$ cat config.mk
export PLATFORM = sky130hd
export DESIGN_NAME = multi_scaler
export DESIGN_NICKNAME = d
export VERILOG_FILES = /design/src/rtl/multi_scaler.sv
export SDC_FILE = /design/constraint.sdc
export NUM_CORES = 1
export LEC_CHECK = 0
export BUFFER_PORTS_ARGS = -buffer_cell sky130_fd_sc_hd__buf_2
export CAP_MARGIN = 20
export CORE_AREA = 2 2 166 168
export DETAILED_ROUTE_END_ITERATION = 12
export DIE_AREA = 0 0 168 170
export PLACE_DENSITY = 0.51
export SYNTH_ARGS = -nofsm -noshare
export SYNTH_HDL_FRONTEND = slang
export SYNTH_SLANG_ARGS = --single-unit
$ cat constraint.sdc
create_clock -name CLK120 -period 13.88 [get_ports CLK120]
set_input_delay 3.47 -clock CLK120 [delete_from_list [all_inputs] [get_ports CLK120]]
set_output_delay 3.47 -clock CLK120 [all_outputs]
set_load 0.03 [all_outputs]
$ cat src/rtl/multi_scaler.sv
// Multiplicity trigger scaler: per-channel threshold discriminators, a channel
// popcount, a paralysable holdoff and a gated interval counter with latch.
module multi_scaler #(
  parameter int NCH        = 3,
  parameter int ADC_WIDTH  = 12,
  parameter int CNT_WIDTH  = 32,
  parameter int HOLD_WIDTH = 8,
  parameter int MULT_WIDTH = 4
) (
  input  logic                      CLK120,
  input  logic                      RESET,
  input  logic [NCH*ADC_WIDTH-1:0]  ADC,
  input  logic [NCH*ADC_WIDTH-1:0]  THRES,
  input  logic [NCH-1:0]            TRIG_ENABLE,
  input  logic [MULT_WIDTH-1:0]     MULTIPLICITY,
  input  logic [HOLD_WIDTH-1:0]     HOLDOFF,
  input  logic                      LATCH,
  output logic [CNT_WIDTH-1:0]      COUNT,
  output logic [CNT_WIDTH-1:0]      COUNT_LATCHED,
  output logic                      OVF_LATCHED,
  output logic                      COUNT_VALID,
  output logic [2:0]                DEBUG
);

  localparam logic [CNT_WIDTH-1:0] CNT_MAX = '1;

  function automatic logic [CNT_WIDTH-1:0] sat_inc(input logic [CNT_WIDTH-1:0] v,
                                                    input logic inc);
    if (inc && (v != CNT_MAX)) return v + CNT_WIDTH'(1);
    return v;
  endfunction

  logic [NCH*ADC_WIDTH-1:0] adc_p0_q, adc_p0_d;
  logic [NCH*ADC_WIDTH-1:0] thres_p0_q, thres_p0_d;
  logic [NCH-1:0]           pmt_trig_p1_q, pmt_trig_p1_d;
  logic [MULT_WIDTH-1:0]    sum_p2_q, sum_p2_d;
  logic                     itrig_p3_q, itrig_p3_d;
  logic [HOLD_WIDTH-1:0]    hcnt_q, hcnt_d;
  logic [CNT_WIDTH-1:0]     count_q, count_d;
  logic                     ovf_q, ovf_d;
  logic [CNT_WIDTH-1:0]     count_latched_q, count_latched_d;
  logic                     ovf_latched_q, ovf_latched_d;
  logic                     count_valid_q, count_valid_d;
  logic [2:0]               debug_q, debug_d;
  logic                     hold_active, strobe, overflow;

  always_comb begin
    // p0: raw samples and thresholds
    adc_p0_d   = ADC;
    thres_p0_d = THRES;

    // p1: per-channel discriminators (strictly above threshold)
    pmt_trig_p1_d = '0;
    for (int i = 0; i < NCH; i++) begin
      pmt_trig_p1_d[i] = (adc_p0_q[i*ADC_WIDTH +: ADC_WIDTH] >
                          thres_p0_q[i*ADC_WIDTH +: ADC_WIDTH]) && TRIG_ENABLE[i];
    end

    // p2: number of firing channels
    sum_p2_d = '0;
    for (int i = 0; i < NCH; i++) begin
      sum_p2_d = sum_p2_d + MULT_WIDTH'(pmt_trig_p1_q[i]);
    end

    // p3: multiplicity trigger; zero multiplicity disables
    itrig_p3_d = (sum_p2_q >= MULTIPLICITY) && (MULTIPLICITY != '0);

    // count decision: holdoff reloads on every trigger cycle (paralysable)
    hold_active = (hcnt_q != '0);
    strobe      = itrig_p3_q && !hold_active;
    overflow    = strobe && (count_q == CNT_MAX);

    if (itrig_p3_q)       hcnt_d = HOLDOFF;
    else if (hold_active) hcnt_d = hcnt_q - HOLD_WIDTH'(1);
    else                  hcnt_d = hcnt_q;

    count_d         = sat_inc(count_q, strobe);
    ovf_d           = ovf_q | overflow;
    count_latched_d = count_latched_q;
    ovf_latched_d   = ovf_latched_q;
    if (LATCH) begin
      count_latched_d = count_d;
      ovf_latched_d   = ovf_d;
      count_d         = '0;
      ovf_d           = 1'b0;
    end
    count_valid_d = LATCH;
    debug_d       = {hold_active, itrig_p3_q, strobe};
  end

  always_ff @(posedge CLK120 or posedge RESET) begin
    if (RESET) begin
      adc_p0_q        <= '0;
      thres_p0_q      <= '0;
      pmt_trig_p1_q   <= '0;
      sum_p2_q        <= '0;
      itrig_p3_q      <= 1'b0;
      hcnt_q          <= '0;
      count_q         <= '0;
      ovf_q           <= 1'b0;
      count_latched_q <= '0;
      ovf_latched_q   <= 1'b0;
      count_valid_q   <= 1'b0;
      debug_q         <= '0;
    end else begin
      adc_p0_q        <= adc_p0_d;
      thres_p0_q      <= thres_p0_d;
      pmt_trig_p1_q   <= pmt_trig_p1_d;
      sum_p2_q        <= sum_p2_d;
      itrig_p3_q      <= itrig_p3_d;
      hcnt_q          <= hcnt_d;
      count_q         <= count_d;
      ovf_q           <= ovf_d;
      count_latched_q <= count_latched_d;
      ovf_latched_q   <= ovf_latched_d;
      count_valid_q   <= count_valid_d;
      debug_q         <= debug_d;
    end
  end

  assign COUNT         = count_q;
  assign COUNT_LATCHED = count_latched_q;
  assign OVF_LATCHED   = ovf_latched_q;
  assign COUNT_VALID   = count_valid_q;
  assign DEBUG         = debug_q;

endmodule
==> impl_results.md, run 1 <==
* Result of the run: complete, no violations
* Die Height at 170 um
* Fraction of the cycle the final worst path needs at 33.7%
* Setup repair after global routing missed its margin: false
* Netlist Area Pre-Place at 6620 um^2
* Worst min-delay path startpoint: COUNT_LATCHED[10]$_DFFE_PP0P_
* Layout Skew at 13.0 ps
* Antenna violations before repair at 0
* Later-pin clock latency in the skew report at 420 ps
* WHS Endpoint: COUNT_LATCHED[10]$_DFFE_PP0P_
* Multi-input combinational cell area at 2440 um^2
* Total power divided by cell area at 137 nW/um^2
* Area delta synth->final at 27.2%
* Net count of the mapped netlist at 709
* Worst max-slew margin expressed relative to the limit at 37.1%
* Global router's overall resource usage at 11.8%
* Startpoint of the lowest-slack register-to-register path: hcnt_q[0]$_DFFE_PP0P_
* Count of cell types in the netlist at 49
* Router iterations before antenna repair at 4
* Clock Tree Buf Depth at 2
* Antenna cell count at 0
* Post-synthesis register bit count at 156
* Count of flip-flops with a built-in enable after synthesis at 0
* Average cell area after synthesis at 11.5 um^2
* Setup Viol. Count Final at 0
* Sort of element at the end of the critical path: async pin
* Worst setup path class: primary input to async pin
* Cell types with the highest counts after synthesis: 156 x sky130_fd_sc_hd__dfrtp_1, 44 x sky130_fd_sc_hd__inv_1, 43 x sky130_fd_sc_hd__nor2_1
* Routed Wire Length at 16,100 um
* H-tree level count at 4
* Hold WS at 533 ps
* Hold crit path type: register to register
* Setup crit start kind: primary input
* Final setup slack of the worst path at 9200 ps
* Total number of yosys warnings at 0
* Fraction of layout instances using a drive strength above 1 at 28.2%
* Async S/R FF share, synth at 100%
* Portion of the post-synthesis area used by sequential elements at 59.0%
* DP Wirelength at 11,800 um
* Maximum resistive drop on vdd at 57.8 uV
* Number of cells upsized or downsized after cts at 0
* Fin. max-slew vios at 0
* Vias/cell at 4.43
* Number of antenna-violating nets in the routed design at 0
* Clock input transition at the sequential cells of the worst setup and hold paths at 70 ps
* Cell count after synthesis at 578
* Core Footprint at 26,700 um^2
* Via count at 4,839
* Worst flop-to-flop path endpoint: COUNT_LATCHED[11]$_DFFE_PP0P_
* DIE AREA at 28,600 um^2
* Starting density of the core at 24.8%
* Global-route wire length before repair at 26,400 um
* Total CTS buffers at 17
* Average routed wire per standard cell at 14.8 um
* DRC viols at 0
* Maximum frequency from static timing analysis at 0.214 GHz
* IO Port Bufs at 158
* Max Fanout on Critical Path at 86
* # Max-Cap Violations at 0
* Row cnt at 60
* Most frequent cell after synthesis: sky130_fd_sc_hd__dfrtp_1
* Area taken by flip-flops and latches at 3900 um^2
* Final weighted congestion in routability-driven placement at 0.709
* Most frequently used flop master after synthesis: sky130_fd_sc_hd__dfrtp_1
* Library cell with the largest summed area after synthesis: sky130_fd_sc_hd__dfrtp_1
* Hold Violations, Final at 0
* Setup Buffers After CTS at 0
* Transition time at the pin with the least slew margin at 943 ps
* Worst setup timing slack at the placement stage at 8650 ps
* Root buffer cell: sky130_fd_sc_hd__clkbuf_16
* CP required at 14,300 ps
* Overflow left after global routing at 0
* Final Net Count at 869
* Register-to-Register Setup Slack at 11,310 ps
* Clock tree from TritonCTS: yes
* Num Clock Sinks at 156
* Count of boundary I/O pins at 159
* Number of design-rule violations left by the first detailed-router iteration at 293
* Die span in x at 168 um
* # hold bufs at CTS at 0
* Synth top area share at 59.0%
* Cell types with the largest area share after synthesis: sky130_fd_sc_hd__dfrtp_1 59%, sky130_fd_sc_hd__ha_1 7.6%, sky130_fd_sc_hd__a21oi_1 3.0%, sky130_fd_sc_hd__a31oi_1 3.0%, sky130_fd_sc_hd__inv_1 2.5%
* Static Leakage at 4.06 nW
* Filler cell count at 2,702
* Sum of negative setup slack at 0 ps
* Shortest period the worst path allows at 4680 ps
* Number of global-route vias before repair at 4,964
* Arrival time at the worst endpoint at 5100 ps
* Largest net degree at the start of global routing at 99
* Depth of the worst register-to-register path at 9
* Number of instances on the worst hold path at 1
logic make-up (layout without fill, tap and decap cells):
group                    Yosys count  in the layout  synth area share, %
AND/OR/NAND/NOR                  165            165                 14.3
flip-flops                       156            156                 59.0
AO/OA/AOI/OAI                    138            138                 12.7
buffers and inverters             66            239                 4.27
adder cells (fa/ha/maj)           41             41                 7.86
multiplexers                       8              8                 1.34
XOR/XNOR                           4              4                0.529
worst max-delay path by stage:
stage	startpoint	end	slack [ps]	depth (start not counted)
after global placement	RESET	adc_p0_q[2]$_DFF_PP0_	8680	3
after floorplan	RESET	COUNT[0]$_DFF_PP0_	6200	1
after global routing	RESET	thres_p0_q[7]$_DFF_PP0_	8880	3
final	RESET	adc_p0_q[4]$_DFF_PP0_	9200	3
after CTS	RESET	thres_p0_q[7]$_DFF_PP0_	9120	3
after detailed placement	RESET	adc_p0_q[1]$_DFF_PP0_	8650	3
cells in the final DEF, fill, tap and decap left out, types with 3 or more instances in the layout:
| cell type | instances |
|---|---|
| sky130_fd_sc_hd__inv_1 | 43 |
| sky130_fd_sc_hd__and4_1 | 6 |
| sky130_fd_sc_hd__o21a_1 | 6 |
| sky130_fd_sc_hd__buf_2 | 158 |
| sky130_fd_sc_hd__a31oi_1 | 32 |
| sky130_fd_sc_hd__o21ai_1 | 10 |
| sky130_fd_sc_hd__nor2_1 | 43 |
| sky130_fd_sc_hd__nor2b_1 | 8 |
| sky130_fd_sc_hd__bufinv_16 | 4 |
| sky130_fd_sc_hd__nand2_1 | 19 |
| sky130_fd_sc_hd__or3_1 | 15 |
| sky130_fd_sc_hd__or4_1 | 14 |
| sky130_fd_sc_hd__and3_1 | 6 |
| sky130_fd_sc_hd__dfrtp_1 | 156 |
| sky130_fd_sc_hd__inv_8 | 4 |
| sky130_fd_sc_hd__nor3_1 | 4 |
| sky130_fd_sc_hd__ha_1 | 40 |
| sky130_fd_sc_hd__mux2_2 | 6 |
| sky130_fd_sc_hd__buf_4 | 4 |
| sky130_fd_sc_hd__nand4_1 | 17 |
| sky130_fd_sc_hd__a21oi_1 | 40 |
| sky130_fd_sc_hd__inv_6 | 4 |
| sky130_fd_sc_hd__o21ai_0 | 16 |
| sky130_fd_sc_hd__and2_1 | 5 |
| sky130_fd_sc_hd__clkbuf_16 | 17 |
| sky130_fd_sc_hd__a21o_1 | 12 |
| sky130_fd_sc_hd__nand3_1 | 12 |
| sky130_fd_sc_hd__o31ai_1 | 17 |
| sky130_fd_sc_hd__xnor2_1 | 3 |
| sky130_fd_sc_hd__or2_2 | 3 |
where the power goes:
group	internal (mW)	switching (mW)	total [mW]	leakage (nW)
clock	0.310	0.208	0.518	0.320
combinational	0.0547	0.0675	0.122	1.80
sequential	0.486	0.0241	0.510	1.94
total	0.851	0.300	1.15	4.06
critical path, cell delays in order:
cell,delay [ps]
sky130_fd_sc_hd__buf_2,120
sky130_fd_sc_hd__inv_6,530
sky130_fd_sc_hd__buf_4,850
through the flow:
stage	cells	utilization, %	power, mW	area [um^2]
2_1_floorplan	578	-	0.602	6620
3_3_place_gp	1060	29.2	0.642	7770
3_5_place_dp	1060	29.2	0.643	7770
4_1_cts	1092	31.6	1.17	8420
5_1_grt	1092	31.6	1.21	8420
6_report	1092	31.6	1.15	8420
routing by layer:
| layer | wire length [um] | part of all wire, % | track usage [%] | vias up |
|---|---|---|---|---|
| met3 | 1060 | 6.5 | 4.09 | 13 |
| met5 | 0 | 0 | 0 | - |
| li1 | - | - | - | 2399 |
| met4 | 193 | 1.2 | 4.12 | 0 |
| met2 | 7480 | 46 | 18.6 | 113 |
| met1 | 7410 | 46 | 15.2 | 2314 |
state kept, by name, summed over array words and instances, names as in the netlist:
name	count
adc_p0_q	36
thres_p0_q	36
COUNT	32
COUNT_LATCHED	32
hcnt_q	8
DEBUG	3
pmt_trig_p1_q	3
sum_p2_q	2
COUNT_VALID	1
OVF_LATCHED	1
itrig_p3_q	1
ovf_q	1
area by class of cell:
| type | count | area share, % |
|---|---|---|
| tap | 341 | 5.07 |
| inverter | 45 | 2.08 |
| multi-input combinational | 356 | 29.0 |
| timing repair buffer | 162 | 9.74 |
| sequential | 156 | 46.3 |
| clock buffer | 18 | 5.10 |
| clock inverter | 14 | 2.67 |
Note: power is estimated with default switching activity, not from simulation.
==> inputs of run 2 (changes only) <==
- PLACE_DENSITY: 0.51 -> 0.53
- clock period: 13.88 -> 4.3 ns (I/O delays scaled with it)
==> run 2 against run 1 <==
Compared with the run above: combinational power rose to 3.3 times the previous value; clock power rose to 2.9 times the previous value; global-route usage fell by 0.42 points; total power rose to 3.1 times the previous value; hold slack got worse by 45 ps; critical path depth rose by 3; non-clock buffer count did not move.
==> impl_results.md, run 2 (synthesis gave the netlist of run 1 again) <==
* Result of the run: complete, no violations
* DIE AREA at 28,600 um^2 (unchanged)
* Via count at 4,796 (-0.89%)
* Row cnt at 60 (unchanged)
* H-tree level count at 4 (unchanged)
* Routed Wire Length at 15,800 um (-1.9%)
* IO Port Bufs at 158 (unchanged)
* Global router's overall resource usage at 11.4% (-0.42 points)
* Largest net degree at the start of global routing at 157 (+59%)
* Worst max-slew margin expressed relative to the limit at 33.1% (-4.1 points)
* Power share of the clock group at 42.1% (-2.9 points)
* Sum of negative setup slack at 0 ps (unchanged)
* Global-route wire length before repair at 25,400 um (-3.8%)
* Fraction of layout instances using a drive strength above 1 at 28.3% (+0.038 points)
* Total power divided by cell area at 422 nW/um^2 (+210%)
* Router iterations before antenna repair at 4 (unchanged)
* Hold Violations, Final at 0 (unchanged)
* Antenna violations before repair at 0 (unchanged)
* Commonest non-fill, non-tap cell in the layout: sky130_fd_sc_hd__buf_2
* Sort of element at the end of the critical path: register
* Hold crit path type: register to register
* Clock input transition at the sequential cells of the worst setup and hold paths at 70 ps (about the same)
* Finished layout cell area at 8370 um^2 (-0.67%)
* Arrival time at the worst endpoint at 2800 ps (-2300 ps)
* CP required at 4530 ps (-9770 ps)
* Switching power summed over all nets at 964 uW (+220%)
* Clock tree from TritonCTS: yes
* Total CTS buffers at 17 (unchanged)
* Layout Skew at 16.7 ps (+3.72 ps)
* Max Fanout on Critical Path at 18 (-79%)
* Cell-by-cell listing of the critical path: nand3_1, or3_1, nor4_4, buf_4, or3_1, a31oi_1
* DRC viols at 0 (unchanged)
* Setup Viol. Count Final at 0 (unchanged)
* Number of antenna-violating nets in the routed design at 0 (unchanged)
* Final Net Count at 869 (unchanged)
* Filler cell count at 2,748 (+1.7%)
* Static Leakage at 4.01 nW (-1.1%)
* Die Height at 170 um (unchanged)
* Die span in x at 168 um (unchanged)
* Count of boundary I/O pins at 159 (unchanged)
* Leading registers by flop count: adc_p0_q (36), thres_p0_q (36)
* Number of design-rule violations left by the first detailed-router iteration at 202 (-31%)
* Core Footprint at 26,700 um^2 (unchanged)
* Overall power of the completed layout at 3.53 mW (+210%)
* Transition time at the pin with the least slew margin at 1000 ps (+61.2 ps)
* Crit path largest cell delay at 620 ps (-230 ps)
* Clock Tree Buf Depth at 2 (unchanged)
* Starting density of the core at 24.8% (unchanged)
* Top delay family on crit path: simple AND/OR/NAND/NOR gates
* Maximum resistive drop on vdd at 224 uV (+290%)
* Average routed wire per standard cell at 14.5 um (-1.8%)
* Num Clock Sinks at 156 (unchanged)
* Register share of total power at 46.5% (+2.2 points)
* Post-DP Area at 7790 um^2 (+0.31%)
* Setup Buffers After CTS at 0 (unchanged)
* Number of global-route vias before repair at 4,842 (-2.5%)
* Number of cells upsized or downsized after cts at 0 (unchanged)
* Final weighted congestion in routability-driven placement at 0.724 (+2.1%)
* Worst setup path class: register to register
* Switching share of power at 27.3% (+1.3 points)
* Number of buffer and inverter instances along the worst setup path at 1 (-2)
* Area delta synth->final at 26.4%
* Fraction of the cycle the final worst path needs at 59.6%
* Fin. max-slew vios at 0 (unchanged)
* Cell with the biggest individual delay on the critical path: sky130_fd_sc_hd__nor4_4
* Comb power frac at 11.4% (+0.8 points)
* # Max-Cap Violations at 0 (unchanged)
* Setup repair after global routing missed its margin: false
* Antenna cell count at 0 (unchanged)
* Maximum frequency from static timing analysis at 0.390 GHz
* Vias/cell at 4.40 (-0.80%)
* Hold WS at 488 ps (-44.5 ps)
* Most frequent cells in the layout: 158 x sky130_fd_sc_hd__buf_2, 156 x sky130_fd_sc_hd__dfrtp_1, 43 x sky130_fd_sc_hd__nor2_1, 43 x sky130_fd_sc_hd__inv_1
* DP Wirelength at 11,500 um (-2.4%)
* Critical Path Most Common Cell: sky130_fd_sc_hd__or3_1
* Later-pin clock latency in the skew report at 420 ps (about the same)
* Internal power summed over all cells at 2.57 mW (+200%)
* Setup crit start kind: register
* # hold bufs at CTS at 0 (unchanged)
* Shortest period the worst path allows at 2560 ps
* Root buffer cell: sky130_fd_sc_hd__clkbuf_16
* Overflow left after global routing at 0 (unchanged)
[run 2: changes by cell type in the layout (fill, tap and decap cells not counted), sizes merged]
cell,before,now
inv,51,52
bufinv,4,1
clkbuf,18,17
clkinv,4,1
clkinvlp,0,5
[run 2: per-stage QoR]
stage / utilization (%) / setup slack, ps / cells
global placement: 29.2 / 1740 / 1060
detailed placement: 29.2 / 1710 / 1060
CTS: 31.4 / 1700 / 1091
global route: 31.4 / 1540 / 1091
finish: 31.4 / 1740 / 1091
floorplan: - / 1250 / 578
[run 2: worst paths after layout]
| check | slack, ps | cells after the start | to | start |
|---|---|---|---|---|
| worst min-delay path | 490 | 2 | ovf_q$_DFF_PP0_ | ovf_q$_DFF_PP0_ |
| worst max register to register | 1740 | 6 | COUNT_LATCHED[5]$_DFFE_PP0P_ | COUNT[16]$_DFF_PP0_ |
| worst max-delay path | 1740 | 6 | COUNT_LATCHED[5]$_DFFE_PP0P_ | COUNT[16]$_DFF_PP0_ |
| worst min register to register | 490 | 2 | ovf_q$_DFF_PP0_ | ovf_q$_DFF_PP0_ |
| max in group asynchronous | 2780 | 3 | COUNT_LATCHED[29]$_DFFE_PP0P_ | RESET |
| min in group asynchronous | 910 | 3 | thres_p0_q[34]$_DFF_PP0_ | RESET |
[run 2: routing by layer]
metal | global-route usage (%) | vias up | wire length (um)
li1 | - | 2394 | -
met1 | 14.3 | 2269 | 7240
met2 | 18.8 | 119 | 7450
met3 | 3.53 | 14 | 938
met4 | 3.89 | 0 | 209
met5 | 0 | - | 0
[run 2: cell type report]
| cell class | count | area, um^2 | area share [%] |
|---|---|---|---|
| multi-input cells | 356 | 2440 | 29.2 |
| repair buffers | 162 | 846 | 10.1 |
| clock inverters | 14 | 149 | 1.78 |
| inverters | 45 | 174 | 2.08 |
| well taps | 341 | 427 | 5.10 |
| flip-flops and latches | 156 | 3900 | 46.7 |
| clock buffers | 17 | 425 | 5.08 |
[run 2: tightest hold or removal path, stage by stage (launching register included)]
cell and delay (ps):
sky130_fd_sc_hd__dfrtp_1 320, sky130_fd_sc_hd__a21oi_1 50, sky130_fd_sc_hd__nor2_1 80
[run 2: power by group through the flow]
stage / logic (mW) / clock network (mW) / registers, mW
finish: 0.401 / 1.49 / 1.64
global route: 0.456 / 1.61 / 1.66
CTS: 0.413 / 1.55 / 1.64
detailed placement: 0.410 / 0 / 1.67
global placement: 0.408 / 0 / 1.67
floorplan: 0.242 / 0 / 1.70
==> inputs of run 3 (changes only) <==
- clock period: 4.3 -> 2.2 ns (I/O delays scaled with it)
==> run 3 against run 2 <==
Compared with the run above: maximum frequency rose by 18%; sequential power rose by 95%; clock skew fell by 2.3 ps; sequential share of layout area fell by 3.0 points; highest routed layer unchanged.
==> impl_results.md, run 3 (synthesis gave the netlist of run 1 again) <==
* Leading registers by flop count: adc_p0_q (36), thres_p0_q (36)
* Final weighted congestion in routability-driven placement at 0.766 (+5.9%)
* Number of global-route vias before repair at 5,081 (+4.9%)
* Setup Viol. Count Final at 0 (unchanged)
* DP Wirelength at 12,600 um (+9.0%)
* Global-route wire length before repair at 26,500 um (+4.3%)
* Setup crit start kind: register
* Antenna cell count at 0 (unchanged)
* Final Net Count at 919 (+5.8%)
* Total power divided by cell area at 806 nW/um^2 (+91%)
* Worst setup timing slack at the placement stage at -112 ps (-1830 ps)
* Total CTS buffers at 17 (unchanged)
* Setup repair after global routing missed its margin: true
* Shortest period the worst path allows at 2180 ps (-384 ps)
* Num Clock Sinks at 156 (unchanged)
* Max Fanout on Critical Path at 8 (-10)
* H-tree level count at 4 (unchanged)
* Startpoint of the lowest-slack register-to-register path: hcnt_q[0]$_DFFE_PP0P_
* Final setup slack of the worst path at 21.2 ps (-1720 ps)
* Number of design-rule violations left by the first detailed-router iteration at 269 (+33%)
* Filler cell count at 2,692 (-2.0%)
* Starting density of the core at 24.8% (unchanged)
* Die Height at 170 um (unchanged)
* Worst setup path class: register to register
* Commonest non-fill, non-tap cell in the layout: sky130_fd_sc_hd__buf_2
* IO Port Bufs at 158 (unchanged)
* Worst max-slew margin expressed relative to the limit at 72.2% (+39 points)
* Most frequent cells in the layout: 158 x sky130_fd_sc_hd__buf_2, 156 x sky130_fd_sc_hd__dfrtp_1, 47 x sky130_fd_sc_hd__buf_4
* Root buffer cell: sky130_fd_sc_hd__clkbuf_16
* Sort of element at the end of the critical path: register
* Largest net degree at the start of global routing at 45 (-71%)
* Clock Tree Buf Depth at 2 (unchanged)
* Number of antenna-violating nets in the routed design at 0 (unchanged)
* Router iterations before antenna repair at 4 (unchanged)
* Fin. max-slew vios at 0 (unchanged)
* Hold Violations, Final at 0 (unchanged)
* Transition time at the pin with the least slew margin at 411 ps (-593 ps)
* Fraction of layout instances using a drive strength above 1 at 35.2% (+6.9 points)
* Maximum frequency from static timing analysis at 0.459 GHz (+18%)
* Hold crit path type: primary input to async pin
* Global router's overall resource usage at 11.9% (+0.44 points)
* Later-pin clock latency in the skew report at 420 ps (about the same)
* Static Leakage at 4.34 nW (+8.1%)
* Overflow left after global routing at 0 (unchanged)
* Die span in x at 168 um (unchanged)
* Maximum resistive drop on vdd at 375 uV (+67%)
* Clock input transition at the sequential cells of the worst setup and hold paths at 70 ps (about the same)
* Worst flop-to-flop path endpoint: COUNT_LATCHED[25]$_DFFE_PP0P_
* Routed Wire Length at 16,700 um (+5.4%)
* Row cnt at 60 (unchanged)
* Vias/cell at 4.42 (+0.47%)
* Result of the run: complete, no violations
* Via count at 5,044 (+5.2%)
* CP required at 2540 ps (-1990 ps)
* Average routed wire per standard cell at 14.6 um (+0.72%)
* Register-to-Register Setup Slack at 20 ps (-1720 ps)
* Hold WS at 92.9 ps (-396 ps)
* # Max-Cap Violations at 0 (unchanged)
* Clock tree from TritonCTS: yes
* Antenna violations before repair at 0 (unchanged)
* DIE AREA at 28,600 um^2 (unchanged)
* Count of boundary I/O pins at 159 (unchanged)
* Area delta synth->final at 35.0%
* Layout Skew at 14.4 ps (-2.28 ps)
* Fraction of the cycle the final worst path needs at 99.0% (+39 points)
* Depth of the worst register-to-register path at 7 (+1)
* Arrival time at the worst endpoint at 2520 ps (-280 ps)
* Core Footprint at 26,700 um^2 (unchanged)
* DRC viols at 0 (unchanged)
[run 3: cell count changes in the layout (fill, tap and decap cells not counted), sizes merged]
cell      change
buf          +48
clkinv        +5
clkinvlp      -4
bufinv        +1
clkbuf        +1
inv           -1
nand3         +1
[run 3: layout make-up]
class,count,area [um^2],area share [%]
Clock inverter,14,176,1.97
Multi-Input combinational cell,357,2560,28.7
Clock buffer,18,439,4.91
Timing Repair inverter,1,5.00,0.0560
Inverter,45,178,1.99
Sequential cell,156,3900,43.7
Tap cell,341,427,4.77
Timing Repair Buffer,210,1240,13.9
[run 3: what timing repair did]
item,in CTS,in global routing
pin swaps,2,9
gates resized for setup,2,23
buffers inserted,2,7
cloned,0,2
setup endpoints to repair,23,47
hold buffers,0,0
[run 3: how the worst max path moves through the flow]
stage               cells past startpoint                       endpoint                  start  slack, ps
global placement                        7  COUNT_LATCHED[20]$_DFFE_PP0P_  hcnt_q[0]$_DFFE_PP0P_        -60
CTS                                     7  COUNT_LATCHED[31]$_DFFE_PP0P_  hcnt_q[0]$_DFFE_PP0P_         -1
floorplan                               1             COUNT[0]$_DFF_PP0_                  RESET       -320
finish                                  7  COUNT_LATCHED[25]$_DFFE_PP0P_  hcnt_q[0]$_DFFE_PP0P_         20
global route                            7  COUNT_LATCHED[25]$_DFFE_PP0P_  hcnt_q[0]$_DFFE_PP0P_        -80
detailed placement                      7  COUNT_LATCHED[27]$_DFFE_PP0P_  hcnt_q[0]$_DFFE_PP0P_       -110
[run 3: metal layers]
metal	GRT usage (%)	wire length, um	vias to the layer above
met3	3.81	1120	13
met2	19.8	8060	124
met5	0	0	-
li1	-	-	2503
met1	14.8	7330	2404
met4	3.40	182	0
[run 3: critical path, stage by stage (launching register included)]
cell and delay [ps]:
sky130_fd_sc_hd__dfrtp_1 390, sky130_fd_sc_hd__inv_2 80, sky130_fd_sc_hd__ha_4 130, sky130_fd_sc_hd__nor4b_4 230, sky130_fd_sc_hd__and4b_4 390, sky130_fd_sc_hd__nand3_4 170
sky130_fd_sc_hd__or4_1 540, sky130_fd_sc_hd__a31oi_1 180
[run 3: where the power goes]
| group | switching, mW | internal (mW) | total, mW |
|---|---|---|---|
| sequential | 0.129 | 3.07 | 3.20 |
| combinational | 0.492 | 0.455 | 0.947 |
| clock | 1.30 | 1.76 | 3.06 |
[run 3: stage by stage]
stage	cells	power, mW	util [%]	TNS (ps)	area, um^2
floorplan	578	3.80	-	-50370	6620
global placement	1099	4.15	30.5	-528	8120
detailed placement	1099	4.16	30.5	-1210	8120
CTS	1133	7.27	32.9	-0.966	8760
global route	1142	7.58	33.5	-692	8940
finish	1142	7.20	33.5	0	8940
